`config.mk`:
```
export PLATFORM = sky130hd
export DESIGN_NAME = serial_rca
export DESIGN_NICKNAME = d
export VERILOG_FILES = /design/src/rtl/arith_pkg.sv /design/src/rtl/full_adder.sv /design/src/rtl/serial_rca.sv
export SDC_FILE = /design/constraint.sdc
export NUM_CORES = 1
export LEC_CHECK = 0
export ABC_AREA = 0
export BUFFER_PORTS_ARGS = -buffer_cell sky130_fd_sc_hd__buf_2
export CAP_MARGIN = 20
export CELL_PAD_IN_SITES_DETAIL_PLACEMENT = 1
export CELL_PAD_IN_SITES_GLOBAL_PLACEMENT = 1
export CORE_UTILIZATION = 40
export CTS_CLUSTER_SIZE = 25
export DETAILED_ROUTE_END_ITERATION = 12
export PLACE_DENSITY = 0.8
export SYNTH_ARGS = -nofsm -noshare
export SYNTH_HDL_FRONTEND = slang
export SYNTH_SLANG_ARGS = --single-unit
```
`constraint.sdc`:
```
create_clock -name clk -period 1.3 [get_ports clk]
set_input_delay 0.26 -clock clk [delete_from_list [all_inputs] [get_ports clk]]
set_output_delay 0.26 -clock clk [all_outputs]
set_load 0.01 [all_outputs]
```
`src/rtl/arith_pkg.sv`:
```
// Shared definitions for the serial arithmetic blocks: FSM state encodings.
package arith_pkg;

   typedef enum logic [1:0] {
      ST_IDLE = 2'd0,
      ST_RUN  = 2'd1,
      ST_DONE = 2'd2
   } state_t;

endpackage : arith_pkg

```
`src/rtl/full_adder.sv`:
```
// One-bit combinational full adder, reused once per clock by the serial adder.
module full_adder (
   input  logic a,
   input  logic b,
   input  logic cin,
   output logic s,
   output logic cout
);

   assign s    = a ^ b ^ cin;
   assign cout = (a & b) | (cin & (a ^ b));

endmodule : full_adder

```
`src/rtl/serial_rca.sv`:
```
// Bit-serial ripple-carry adder: one full adder iterated LSB first over WIDTH clocks,
// with a start/busy/done handshake. Result is a + b + cin mod 2^WIDTH plus carry-out.
module serial_rca
   import arith_pkg::*;
#(
   parameter int unsigned WIDTH = 4
) (
   input  logic             clk,
   input  logic             rst_n,
   input  logic             start,
   input  logic [WIDTH-1:0] a,
   input  logic [WIDTH-1:0] b,
   input  logic             cin,
   output logic             busy,
   output logic             done,
   output logic [WIDTH-1:0] sum,
   output logic             carry
);

   localparam int unsigned CNT_W = $clog2(WIDTH) + 1;

   state_t           state_q, state_d;
   logic [WIDTH-1:0] a_sr, b_sr, r_sr;
   logic             c_q;
   logic [CNT_W-1:0] cnt_q;
   logic             fa_s, fa_co;
   logic             last_bit_c;

   full_adder u_fa (
      .a   (a_sr[0]),
      .b   (b_sr[0]),
      .cin (c_q),
      .s   (fa_s),
      .cout(fa_co)
   );

   assign last_bit_c = (cnt_q == CNT_W'(WIDTH - 1));

   // State register; busy/done are registered decodes of the next state
   always_ff @(posedge clk) begin
      if (!rst_n) begin
         state_q <= ST_IDLE;
         busy    <= 1'b0;
         done    <= 1'b0;
      end else begin
         state_q <= state_d;
         busy    <= (state_d == ST_RUN);
         done    <= (state_d == ST_DONE);
      end
   end

   // Next-state logic; the unused encoding falls back to IDLE
   always_comb begin
      state_d = state_q;
      case (state_q)
         ST_IDLE: if (start)      state_d = ST_RUN;
         ST_RUN:  if (last_bit_c) state_d = ST_DONE;
         ST_DONE:                 state_d = ST_IDLE;
         default:                 state_d = ST_IDLE;
      endcase
   end

   // Datapath: load on accept, shift one bit per RUN cycle, publish on the last bit
   always_ff @(posedge clk) begin
      if (!rst_n) begin
         a_sr  <= '0;
         b_sr  <= '0;
         r_sr  <= '0;
         c_q   <= 1'b0;
         cnt_q <= '0;
         sum   <= '0;
         carry <= 1'b0;
      end else begin
         case (state_q)
            ST_IDLE: begin
               if (start) begin
                  a_sr  <= a;
                  b_sr  <= b;
                  c_q   <= cin;
                  cnt_q <= '0;
               end
            end
            ST_RUN: begin
               a_sr  <= a_sr >> 1;
               b_sr  <= b_sr >> 1;
               r_sr  <= {fa_s, r_sr[WIDTH-1:1]};
               c_q   <= fa_co;
               cnt_q <= cnt_q + CNT_W'(1);
               if (last_bit_c) begin
                  sum   <= {fa_s, r_sr[WIDTH-1:1]};
                  carry <= fa_co;
               end
            end
            default: ;
         endcase
      end
   end

endmodule : serial_rca

```
==> results of run 1 <==
## synthesized netlist by cell type, drive strengths merged (3+ instances only)
cell type,count
o211ai,6
nand3b,3
nor2b,4
nor3b,3
nand2,12
o21ai,15
mux2i,10
nand3,6
buf,5
dfxtp,24
## worst reg2reg max path: stages (launching register included)
cell and delay, ns:
dfxtp_1 0.38, ha_1 0.17, ha_2 0.23, inv_1 0.07, mux2i_2 0.20, nor3b_1 0.07
## repair_timing
item,in CTS,in global routing
pin swaps,0,0
setup endpoints to repair,2,15
endpoints found under the hold margin,0,0
buffers inserted,0,0
resized for setup,1,4
hold buffers,0,0
cloned,0,0
## worst paths after layout
kind | startpoint | endpoint | slack (ns) | cells past startpoint
hold / removal | b[3] | b_sr[3] | 0.19 | 3
hold reg to reg | r_sr[1] | sum[0] | 0.47 | 2
setup / recovery | cnt_q[0] | state_q[0] | 0.08 | 5
setup reg to reg | cnt_q[0] | state_q[0] | 0.08 | 5
## metal layers
layer | GRT usage (%) | part of all wire (%) | up-vias
li1 | - | - | 417
met2 | 34.6 | 50 | 18
met3 | 3.48 | 2.7 | 5
met5 | 0 | 0 | -
met1 | 24.5 | 46 | 397
met4 | 7.89 | 1.8 | 0
## cells by family after synthesis
kind of cell	after synthesis	synth area share [%]
adder cells (fa/ha/maj)	3	4.46
buffers and inverters	9	4.21
multiplexers	10	9.91
AO/OA/AOI/OAI	24	14.1
AND/OR/NAND/NOR	35	19.7
flip-flops	24	47.6
## power breakdown
group          total, mW  internal [mW]  leakage, nW  switching, mW
Combinational      0.167         0.0831        0.301         0.0839
Clock              0.548          0.312       0.0279          0.236
Sequential         0.792          0.768        0.196         0.0240
## flip-flops by register name, summed over array words and instances, names as in the netlist
signal / flops
c_q: 1
r_sr: 3
sum: 4
cnt_q: 3
a_sr: 4
state_q: 2
b_sr: 4
done: 1
busy: 1
carry: 1
## cell type report
class / instances / share of cell area, %
Inverter: 2 / 0.609
Timing Repair Buffer: 26 / 12.2
Tap cell: 28 / 2.84
Clock buffer: 3 / 1.83
Sequential cell: 24 / 39.0
Multi-Input combinational cell: 72 / 41.1
Clock inverter: 1 / 2.43
## per-stage QoR
stage | hold WS, ns | utilization [%]
detailed placement | 0.449 | 50.5
CTS | 0.196 | 53.2
finish | 0.188 | 53.7
global route | 0.184 | 53.7
floorplan | 0.410 | -
global placement | 0.437 | 50.5
==> out/metrics.csv, run 1 <==
metric,value,unit
Slew Limit Fails,0,
required time worst endpoint,1.52,ns
gr usage total,20.0,%
Worst-Skew Late Latency,0.32,ns
CP startpoint kind,register,
residual DRC count,0,
Crit path buffers/inverters,1,
global-route wire length before repair,3910,um
antenna-violating nets left,0,
final net count,144,
IO buf count,18,
Pwr Total,1.51,mW
number of max-cap violations,0,
largest net degree at the start of global routing,16,
Pwr per Cell Area,1220,nW/um^2
Tcrit/Tclk final,93.5,%
"Max stage delay cell, worst path",dfxtp_1,
Yosys reg bits,24,
Worst path top cell family by delay,adder cells,
Final TNS setup,0,ns
Starting Density,44.0,%
Crit Path Class,reg -> reg,
CTS buffer count,3,
clock slew at reported path FFs,0.14,ns
drt total wl,2240,um
Post-Syn Nets,120,
"Seq/Total Area, Yosys",47.6,%
TritonCTS clock tree,built,
post-place instance area,1160,sq um
total gr overflow,0,
die height,52.2,um
leakage power,0.525,nW
"Hold Vio Cnt, Final",0,
fin crit period,1.22,ns
max incr delay on CP,0.38,ns
register area,482,sq um
vias per cell,5.37,
Initial DRC Count,12,
area occupied by multi-input gates,507,sq um
Ant. Diodes,0,
Critical Path Fanout Max,4,
IO Pins,19,
worst path cell trace,ha_1 -> ha_2 -> inv_1 -> mux2i_2 -> nor3b_1,
synth top area cells,"dfxtp_1 48%, mux2i_1 9.9%, o21ai_1 6.9%",
HPWL Detailed,1620,um
DR vias,837,
Fill cells,275,
Worst Tran Pin Value,0.438,ns
RD Place Congestion,0.694,
Synth Instances,105,
Fmax achieved,823,MHz
# setup viols final,0,
CTS H-tree lvls,1,
"Worst Setup Slack, final",0.0843,ns
Avg Inst Size Synth,9.62,sq um
dpl ws,0.00786,ns
Yosys top cell area share,47.6,%
asr flop ratio synth,0,%
CP endpoint kind,register,
YS warnings,0,
row count,17,
worst min-delay path class,in -> reg,
Die Width,52.2,um
fin cells,156,
die area,2730,sq um
Area Overhead vs Synth,22.2,%
"commonest cells after routing, fill and taps aside","23 x dfxtp_1, 18 x buf_2, 14 x o21ai_1, 12 x nand2_1, 9 x mux2i_1",
Post-Place Cells,152,
Rel. slew slack,70.4,%
drt pass-1 iters,4,
post-synthesis cell area,1010,sq um
vias in the first global route,871,
Worst IR Drop VDD,0.637,mV
design area,1230,sq um
Post-synth EDFFs,0,
"commonest non-fill, non-tap cell in the layout",dfxtp_1,
fraction of layout cells with a size suffix above 1,28.9,%
core area,2300,sq um
top_reg_cell synth,dfxtp_1,
clock sink total,24,
outcome,finished clean,
clock skew,0.00448,ns
Max Root-Sink Buffers,2,
CTS root buf,clkbuf_4,
Netlist cell types,25,
top cell type by total area after synthesis,dfxtp_1,
CP arrival,1.43,ns
initial antenna violation count,0,
routed len/inst,14.4,um
Note: power is estimated with default switching activity, not from simulation.
==> inputs of run 2 (changes only) <==
RECOVER_POWER = 50   (was unset)
==> run 2 against run 1 <==
Effect of this change: combinational power is essentially flat; clock-buffer cell count stayed put; clock power hardly changed; utilization decreased by 0.27 points; sequential share of layout area is 0.20 points higher; largest power group unchanged; critical path type unchanged; sequential power hardly changed; setup slack about the same; highest routed layer unchanged.
==> out/metrics.csv, run 2 (synthesis results as in run 1) <==
metric,value,unit
outcome,finished clean,
IO Pins,19,
Rel. slew slack,70.4,%
worst path cell trace,ha_1 -> ha_2 -> inv_1 -> mux2i_2 -> nor3b_1,
Fill cells,277,
fin crit period,1.22,ns
DR vias,838,
WHS,0.188,ns
Die Width,52.2,um
GRT Max-Usage Layer,met2,
leakage power,0.504,nW
CP startpoint kind,register,
dpl ws,0.00786,ns
"Max stage delay cell, worst path",dfxtp_1,
"Worst Setup Slack, final",0.0843,ns
Worst-Skew Late Latency,0.32,ns
IO buf count,18,
vias in the first global route,871,
Worst path top cell family by delay,adder cells,
final net count,144,
total gr overflow,0,
HPWL Detailed,1620,um
Comb pwr share,11.0,%
Slew Limit Fails,0,
Switching Share,22.8,%
Worst IR Drop VDD,0.637,mV
clock slew at reported path FFs,0.14,ns
Tcrit/Tclk final,93.5,%
global-route wire length before repair,3910,um
Worst Tran Pin Value,0.438,ns
Internal Pwr Total,1.16,mW
Ant. Diodes,0,
# setup viols final,0,
Starting Density,44.0,%
Area Overhead vs Synth,21.6,%
drt total wl,2240,um
clock skew,0.00441,ns
die area,2730,sq um
max incr delay on CP,0.38,ns
TritonCTS clock tree,built,
row count,17,
largest net degree at the start of global routing,16,
grt met3 use,3.48,%
Resized cells post-CTS,1,
residual DRC count,0,
fraction of layout cells with a size suffix above 1,25.0,%
core area,2300,sq um
Reg power frac,52.6,%
Post-CTS Hold Fix Bufs,0,
Fmax achieved,823,MHz
clock power share,36.4,%
biggest regs,"a_sr: 4 flops, b_sr: 4 flops, sum: 4 flops",
CP arrival,1.43,ns
drt pass-1 iters,4,
"commonest cells after routing, fill and taps aside","23 x dfxtp_1, 14 x o21ai_1, 13 x buf_2, 12 x nand2_1, 9 x mux2i_1",
CTS buffer count,3,
vias per cell,5.37,
fin cells,156,
die height,52.2,um
Initial DRC Count,12,
Max Root-Sink Buffers,2,
CP endpoint kind,register,
Pwr Total,1.51,mW
Net Sw Power,344,uW
initial antenna violation count,0,
Critical Path Fanout Max,4,
"commonest non-fill, non-tap cell in the layout",dfxtp_1,
Crit Path Class,reg -> reg,
Crit path buffers/inverters,1,
CTS root buf,clkbuf_4,
clock sink total,24,
"Hold Vio Cnt, Final",0,
CTS H-tree lvls,1,
Post-Place Cells,152,
"Setup Fix Bufs, Post-CTS",0,
RD Place Congestion,0.694,
required time worst endpoint,1.52,ns
routed len/inst,14.4,um
gr usage total,20.0,%
met2 GRT Util,34.6,%
antenna-violating nets left,0,
worst min-delay path class,in -> reg,
Pwr per Cell Area,1230,nW/um^2
grt met1 use,24.5,%
number of max-cap violations,0,
[run 2: per-stage QoR]
step | cell area, sq um | util, % | setup TNS (ns)
after floorplan | 1010 | - | 0
after global placement | 1160 | 50.5 | 0
after detailed placement | 1160 | 50.5 | 0
after CTS | 1220 | 53.2 | 0
after global routing | 1230 | 53.4 | -0.0170
final | 1230 | 53.4 | 0
[run 2: final timing paths]
check | from | endpoint | slack [ns] | cells past startpoint
setup / recovery | cnt_q[0] | state_q[0] | 0.08 | 5
setup reg to reg | cnt_q[0] | state_q[0] | 0.08 | 5
hold / removal | b[3] | b_sr[3] | 0.19 | 3
hold reg to reg | r_sr[1] | sum[0] | 0.47 | 2
[run 2: per-layer routing]
metal,share of wire [%],up-vias
met5,0,-
met4,1.8,0
met3,2.7,5
met2,50,18
met1,46,397
li1,-,418
[run 2: tightest hold or removal path: stages]
cell     delay, ns
buf_2         0.10
nand2_1       0.05
o22ai_1       0.07
[run 2: layout make-up]
cell class              instances  area [sq um]  share of cell area (%)
clock buffers                   3          22.5                    1.83
multi-input cells              72           507                    41.3
well taps                      28          35.0                    2.85
clock inverters                 1          30.0                    2.45
repair buffers                 26           144                    11.7
inverters                       2          7.51                   0.612
flip-flops and latches         24           482                    39.2
[run 2: power by group through the flow]
stage | clock [mW] | combinational [mW] | sequential (mW)
after floorplan | 0 | 0.108 | 0.800
after global placement | 0 | 0.156 | 0.805
after detailed placement | 0 | 0.162 | 0.808
after CTS | 0.552 | 0.164 | 0.792
after global routing | 0.594 | 0.184 | 0.798
final | 0.548 | 0.166 | 0.792
==> inputs of run 3 (changes only) <==
==> constraint.sdc (replaced) <==
create_clock -name clk -period 1.3 [get_ports clk]
set_input_delay 0.065 -clock clk [delete_from_list [all_inputs] [get_ports clk]]
set_output_delay 0.065 -clock clk [all_outputs]
set_load 0.01 [all_outputs]
==> run 3 against run 2 <==
Effect of this change: sequential cell count did not move; clock-buffer cell count unchanged; critical path depth is the same; power is 1.0% lower; critical endpoint unchanged; design area decreased by 1.8%; global-route usage grew 0.69 points; non-clock buffer count decreased by 2; combinational power down 4%; die area unchanged; routed wire length is 4.3% higher.
==> out/metrics.csv, run 3 (synthesis results as in run 1) <==
metric,value,unit
outcome,finished clean,
RD Place Congestion,0.681,
Fill cells,264,
"commonest non-fill, non-tap cell in the layout",dfxtp_1,
fraction of layout cells with a size suffix above 1,21.4,%
"Hold Vio Cnt, Final",0,
drt pass-1 iters,4,
register area,482,sq um
DR vias,836,
fin crit period,1.21,ns
design area,1200,sq um
CTS buffer count,3,
CTS H-tree lvls,1,
post-place instance area,1140,sq um
number of max-cap violations,0,
clock skew,0.00307,ns
Critical Path Fanout Max,4,
clock sink total,24,
IO buf count,18,
Fmax achieved,823,MHz
Area Overhead vs Synth,19.3,%
routed len/inst,15.2,um
# setup viols final,0,
Final TNS setup,0,ns
Starting Density,44.0,%
total gr overflow,0,
IO Pins,19,
leakage power,0.484,nW
CTS root buf,clkbuf_4,
"Setup Fix Bufs, Post-CTS",0,
gr usage total,20.7,%
Comb pwr share,10.6,%
vias in the first global route,877,
Switching Share,22.6,%
Max Root-Sink Buffers,2,
global-route wire length before repair,4050,um
Tcrit/Tclk final,93.4,%
initial antenna violation count,0,
Reg power frac,53.1,%
die height,52.2,um
"commonest cells after routing, fill and taps aside","23 x dfxtp_1, 12 x nand2_1, 11 x buf_2, 10 x o21ai_1, 9 x mux2i_1",
Ant. Diodes,0,
Pwr per Cell Area,1240,nW/um^2
area occupied by multi-input gates,504,sq um
vias per cell,5.43,
final net count,142,
clock slew at reported path FFs,0.13,ns
antenna-violating nets left,0,
CP arrival,1.42,ns
Worst IR Drop VDD,0.702,mV
die area,2730,sq um
core area,2300,sq um
Slew Limit Fails,0,
Worst R2R Setup Slack,0.09,ns
TritonCTS clock tree,built,
Worst-Skew Late Latency,0.31,ns
Worst Tran Pin Value,0.320,ns
Net Sw Power,336,uW
Internal Pwr Total,1.15,mW
CP startpoint kind,register,
largest net degree at the start of global routing,23,
clock power share,36.3,%
Crit Path Class,reg -> reg,
required time worst endpoint,1.51,ns
biggest regs,"a_sr: 4 flops, b_sr: 4 flops, sum: 4 flops",
HPWL Detailed,1660,um
CP endpoint kind,register,
residual DRC count,0,
worst min-delay path class,in -> reg,
Die Width,52.2,um
drt total wl,2340,um
row count,17,
Rel. slew slack,78.4,%
Initial DRC Count,10,
## run 3: cell types whose count changed in the layout (fill, tap and decap cells not counted)
cell,change
o21ai_1,-4
buf_2,-2
or3b_4,-1
or3b_1,+1
o21ai_0,+4
buf_4,-3
clkbuf_1,+2
clkbuf_2,+1
## run 3: what timing repair did
item / 4_1_cts / 5_1_grt
gates resized for setup: 0 / 5
endpoints found under the setup margin: 0 / 7
hold buffers: 0 / 0
hold endpoints to repair: 0 / 0
## run 3: worst paths after layout
| check | from | to | cells after the start |
|---|---|---|---|
| min | b[3] | b_sr[3] | 3 |
| max | cnt_q[0] | state_q[0] | 5 |
| max reg2reg | cnt_q[0] | state_q[0] | 5 |
| min reg2reg | cnt_q[1] | cnt_q[1] | 2 |
## run 3: area by class of cell
type | instances | share of cell area [%]
repair buffers | 24 | 10.3
clock buffers | 3 | 1.87
multi-input cells | 72 | 41.8
flip-flops and latches | 24 | 40.0
well taps | 28 | 2.91
clock inverters | 1 | 2.49
inverters | 2 | 0.623
## run 3: worst max-delay path, cell delays in order, from the launching register on
cell	delay, ns
dfxtp_1	0.38
ha_1	0.16
ha_2	0.22
inv_1	0.06
mux2i_2	0.21
nor3b_2	0.08
## run 3: routing by layer
metal	share of wire [%]	GRT usage (%)	up-vias
met3	2.2	2.61	2
met4	0.60	7.89	0
met2	53	35.0	15
met1	44	26.7	403
met5	0	0	-
li1	-	-	416
## run 3: stage by stage
stage	instances	total power [mW]	setup WS [ns]	hold slack, ns	utilization, %
6_report	154	1.49	0.0852	0.0111	52.5
5_1_grt	154	1.57	-0.00415	0.00418	52.5
4_1_cts	154	1.51	0.0225	0.00117	52.1
3_5_place_dp	150	0.967	0.0494	0.342	49.8
3_3_place_gp	150	0.954	0.126	0.324	49.8
2_1_floorplan	105	0.908	0.194	0.215	-
## run 3: power by group through the flow
stage | clock [mW] | sequential, mW | combinational (mW)
global placement | 0 | 0.803 | 0.151
finish | 0.541 | 0.791 | 0.159
global route | 0.591 | 0.795 | 0.179
floorplan | 0 | 0.800 | 0.108
CTS | 0.555 | 0.791 | 0.163
detailed placement | 0 | 0.806 | 0.161
